**config.mk**
```make
export PLATFORM = sky130hd
export DESIGN_NAME = leb128_decoder
export DESIGN_NICKNAME = d
export VERILOG_FILES = /design/src/rtl/leb128_decoder.sv
export SDC_FILE = /design/constraint.sdc
export NUM_CORES = 1
export LEC_CHECK = 0
export ABC_AREA = 1
export CAP_MARGIN = 10
export CORE_MARGIN = 2
export CORE_UTILIZATION = 40
export CTS_CLUSTER_SIZE = 40
export DETAILED_ROUTE_END_ITERATION = 7
export GPL_TIMING_DRIVEN = 0
export PLACE_DENSITY = 0.67
export SYNTH_ARGS = -nofsm -noshare
export SYNTH_HDL_FRONTEND = slang
export SYNTH_SLANG_ARGS = --single-unit
```
**constraint.sdc**
```tcl
create_clock -name clk -period 3.2 [get_ports clk]
set_input_delay 0.8 -clock clk [delete_from_list [all_inputs] [get_ports clk]]
set_output_delay 0.8 -clock clk [all_outputs]
set_load 0.05 [all_outputs]
```
**src/rtl/leb128_decoder.sv**
```systemverilog
`default_nettype none
// ============================================================================
// Module   : leb128_decoder
// Brief    : Decodes one signed/unsigned, 32/64-bit LEB128 immediate from a
//            byte stream (one byte per cycle) into a 64-bit value, its byte
//            length, or a trap code (too long / too large / fetch error).
// Revision : 1.0 - initial release
// ============================================================================
module leb128_decoder #(
    parameter int VALUE_W = 64,
    parameter int LEN_W   = 4
) (
    input  logic               clk,
    input  logic               reset,
    input  logic               cmd_valid,
    output logic               cmd_ready,
    input  logic               cmd_signed,
    input  logic               cmd_is64,
    input  logic               byte_valid,
    output logic               byte_ready,
    input  logic [7:0]         byte_data,
    input  logic               byte_error,
    output logic               res_valid,
    input  logic               res_ready,
    output logic [VALUE_W-1:0] res_value,
    output logic [LEN_W-1:0]   res_len,
    output logic [1:0]         res_trap
);

    localparam logic [1:0] IDLE  = 2'd0;
    localparam logic [1:0] ACCUM = 2'd1;
    localparam logic [1:0] DONE  = 2'd2;

    localparam logic [1:0] TRAP_NONE  = 2'd0;
    localparam logic [1:0] TRAP_LONG  = 2'd1;
    localparam logic [1:0] TRAP_LARGE = 2'd2;
    localparam logic [1:0] TRAP_FETCH = 2'd3;

    logic [1:0]         state;
    logic               is_signed;
    logic               is64;
    logic [VALUE_W-1:0] acc;
    logic [LEN_W-1:0]   count;

    logic [6:0]         shift;
    logic [6:0]         term_shift;
    logic [VALUE_W-1:0] acc_next;
    logic [VALUE_W-1:0] extended;
    logic [VALUE_W-1:0] final_value;
    logic               is_last;
    logic               range_bad;
    logic [LEN_W-1:0]   len_next;

    assign cmd_ready  = (state == IDLE);
    assign byte_ready = (state == ACCUM);
    assign res_valid  = (state == DONE);

    // Accumulate the incoming group, check the final-byte range and build the
    // sign/zero-extended result the terminator would produce.
    always_comb begin
        shift       = 7'({3'd0, count} * 7'd7);
        term_shift  = shift + 7'd7;
        acc_next    = acc | ({57'd0, byte_data[6:0]} << shift);
        len_next    = count + LEN_W'(1);
        is_last     = is64 ? (count == LEN_W'(9)) : (count == LEN_W'(4));
        range_bad   = 1'b0;
        case ({is_signed, is64})
            2'b00:   range_bad = (byte_data[6:4] != 3'b000);
            2'b10:   range_bad = (byte_data[6:3] != 4'b0000) && (byte_data[6:3] != 4'b1111);
            2'b01:   range_bad = (byte_data[6:1] != 6'd0);
            default: range_bad = (byte_data[6:0] != 7'h00) && (byte_data[6:0] != 7'h7F);
        endcase
        extended = acc_next;
        if (is_signed && byte_data[6] && (term_shift < 7'd64)) begin
            extended = acc_next | (~64'd0 << term_shift);
        end
        final_value = extended;
        if (!is64) begin
            final_value = is_signed ? {{32{extended[31]}}, extended[31:0]}
                                    : {32'd0, extended[31:0]};
        end
    end

    // Command/byte/result sequencing and the registered result outputs.
    always_ff @(posedge clk or negedge reset) begin
        if (!reset) begin
            state     <= IDLE;
            is_signed <= 1'b0;
            is64      <= 1'b0;
            acc       <= '0;
            count     <= '0;
            res_value <= '0;
            res_len   <= '0;
            res_trap  <= TRAP_NONE;
        end else begin
            case (state)
                IDLE: begin
                    if (cmd_valid) begin
                        is_signed <= cmd_signed;
                        is64      <= cmd_is64;
                        acc       <= '0;
                        count     <= '0;
                        state     <= ACCUM;
                    end
                end
                ACCUM: begin
                    if (byte_valid) begin
                        if (byte_error) begin
                            res_trap  <= TRAP_FETCH;
                            res_value <= '0;
                            res_len   <= len_next;
                            state     <= DONE;
                        end else if (is_last && (byte_data[7] || range_bad)) begin
                            res_trap  <= byte_data[7] ? TRAP_LONG : TRAP_LARGE;
                            res_value <= '0;
                            res_len   <= len_next;
                            state     <= DONE;
                        end else if (!byte_data[7]) begin
                            res_trap  <= TRAP_NONE;
                            res_value <= final_value;
                            res_len   <= len_next;
                            state     <= DONE;
                        end else begin
                            acc   <= acc_next;
                            count <= len_next;
                        end
                    end
                end
                DONE: begin
                    if (res_ready) begin
                        state <= IDLE;
                    end
                end
                default: state <= IDLE;
            endcase
        end
    end

endmodule
`default_nettype wire

```
==> impl_metrics.json <==
{
  "syn_inst": 1096,
  "synth-edff-count": 0,
  "slew_headroom": 0.375,
  "path_cells": "buf_8 -> inv_8 -> fa_1 -> inv_1 -> ha_4 -> ha_4 -> a21oi_1 -> nand3_1 -> nand2_1 -> buf_2 -> buf_2 -> nand2_1 -> nand2_1 -> a21oi_1 -> nand2_1 -> nand2_1",
  "synth_area_leaders": "dfrtp_1 (45%), nand2_1 (16%), o21ai_0 (7.5%)",
  "synth_cell_types": 31,
  "final_max_slew_viol_count": 0,
  "antenna_found_initial": 0,
  "dp.cells": 1450,
  "tightest_slew_ns": 0.937,
  "path_class": "reg -> reg",
  "path_buf_inv": 5,
  "irDropWorstVdd_mv": 0.696,
  "cts.clk_slew.worst_paths_ns": 0.06,
  "grt_setup_unrepaired": "yes",
  "routed_wl_um": 28200,
  "syn_area_per_cell_um2": 7.21,
  "drt-pass1-iter-count": 5,
  "core-area_um2": 19400,
  "gp_congestion": 1.04,
  "finalSetupViolations": 0,
  "critPathMaxFanout": 11,
  "grt_max_degree": 91,
  "syn_area_um2": 7900,
  "start_util": 0.407,
  "syn_nets": 1131,
  "port_buffers": 88,
  "yosys_warnings": 0,
  "grt_pass1_wl_um": 42600,
  "startpoint_type": "register",
  "max_clock_freq_ghz": 0.325,
  "synth_seq_cells": 142,
  "nNetsFinal": 1259,
  "cpLargestDelayFamily": "adder cells",
  "antennaDiodeCount": 0,
  "cts_buffers": 17,
  "htreeDepth": 4,
  "cp_slowest_stage_delay_ns": 0.52,
  "grt.total_usage": 0.278,
  "skew_ns": 0.0110,
  "cts.sinks": 142,
  "grt_pass1_vias": 7322,
  "cts_tree": "built",
  "synth_top_cells_by_count": "nand2_1 (333), dfrtp_1 (142), o21ai_0 (119), inv_1 (114), nor2_1 (106)",
  "cp_common_cell": "nand2_1",
  "power.density_nw_per_um2": 1110,
  "die_x_um": 145,
  "area_growth_pct": 28.6,
  "power_leakage_nw": 4.83,
  "arrival_ns": 3.41,
  "finalCoreUtilization": 0.524,
  "drive_above_1_share": 0.118,
  "final_antenna_net_count": 0,
  "rows": 51,
  "min_path_type": "in -> async",
  "synth_top_area_share": 0.450,
  "ys_async_sr_fraction": 1.00,
  "worstSkewPairLatency_ns": 0.44,
  "dr_total_vias": 7813,
  "drt_iter0_markers": 732,
  "finalWorstSetupSlack_ns": 0.124,
  "grt_overflow_total": 0,
  "seq_area_frac_synth": 0.450,
  "maxCapViolations": 0,
  "layout_min_cycle_time_ns": 3.08,
  "worstPathRequired_ns": 3.53,
  "post-route-period-util": 0.961,
  "cp-end-kind": "register",
  "die_area_um2": 20900,
  "drc_errors": 0,
  "place_ws_ns": -0.823,
  "io-pin-count": 89,
  "vias_per_cell": 5.20,
  "root_buffer": "clkbuf_16",
  "synth.largest_area_cell": "dfrtp_1",
  "die_y_um": 145,
  "hold_violations": 0,
  "fin_cells": 1502,
  "wl_per_cell_um": 18.8,
  "crit_path_top_delay_cell": "fa_1",
  "status": "finished clean",
  "dp_hpwl_um": 21000,
  "clockBufferDepth": 2,
  "synth_most_common_cell": "nand2_1",
  "synth_ff_type": "dfrtp_1"
}
## where the power goes
group          internal (mW)  switching, mW  total, mW
combinational           1.95           4.53       6.48
sequential              2.38          0.337       2.72
clock                   1.19          0.869       2.05
## flip-flops by register name, summed over array words and instances, names as in the netlist
signal	cells
res_len	4
is64	1
res_value	64
count	4
res_trap	2
is_signed	1
acc	64
state	2
## metal layers
metal  global-route usage  vias to the layer above  part of all wire
li1                     -                     3736                 -
met1                0.374                     3757              0.44
met2                0.435                      271              0.46
met3               0.0778                       49             0.070
met4               0.0920                        0             0.031
met5                    0                        -                 0
## logic make-up after synthesis
group	after synthesis	share of synthesized area
simple gates	553	0.286
compound gates	198	0.132
flops	142	0.450
buf+inv	182	0.0982
xor+xnor	2	0.00222
fa+ha+maj	19	0.0320
## worst paths after layout
path                                    from             to  slack [ns]  cells past startpoint
worst max-delay path                count[3]  res_value[47]        0.12                     16
worst min-delay path                   reset  res_value[63]        0.30                      1
worst max register to register      count[3]  res_value[47]        0.12                     16
worst min register to register  res_value[2]   res_value[2]        0.47                      2
max in group asynchronous              reset        acc[26]        2.08                      2
min in group clk                res_value[2]   res_value[2]        0.47                      2
## layout make-up
type                    count  area, µm²
repair buffers            112       1100
plain buffers              57        337
fillers                  1943       9240
clock buffers              19        443
inverters                 122        488
clock inverters            13        153
flip-flops and latches    142       3560
multi-input cells         772       3750
well taps                 265        332
## worst register-to-register path, stage by stage, from the launching register on
cell	delay [ns]
dfrtp_2	0.38
buf_8	0.13
inv_8	0.05
fa_1	0.52
inv_1	0.06
ha_4	0.16
ha_4	0.25
a21oi_1	0.22
nand3_1	0.10
nand2_1	0.13
buf_2	0.24
buf_2	0.26
nand2_1	0.08
nand2_1	0.13
a21oi_1	0.08
nand2_1	0.11
nand2_1	0.05
## cells in the final DEF, fill, tap and decap left out, drive strengths merged
cell type        n
nand2          338
dfrtp          142
o21ai          136
inv            125
nor2           108
nand3           94
clkdlybuf4s50   86
buf             53
a21oi           52
clkbuf          48
ha              17
nor3             8
clkinvlp         5
nand4            5
o21bai           4
clkinv           3
o211ai           2
o31ai            2
fa               2
bufinv           2
a22oi            1
xnor2            1
xor2             1
a21boi           1
clkdlybuf4s15    1
## metrics by stage
stage	TNS (ns)	cell area [µm²]	hold slack (ns)	total power, mW
6_report	0	10200	0.298	11.2
5_1_grt	-0.192	10200	0.349	11.9
4_1_cts	0	9910	0.334	11.0
3_5_place_dp	-32.14	9150	0.465	8.68
3_3_place_gp	-672.40	9120	0.460	8.67
2_1_floorplan	0	7900	0.483	6.61
## timing repair
item	CTS	global route
setup endpoints to repair	65	60
buffers inserted	8	14
cloned	0	1
pin swaps	3	13
hold buffers	0	0
gates resized for setup	36	37
hold endpoints to repair	0	0
(Power assumes the default switching activity.)
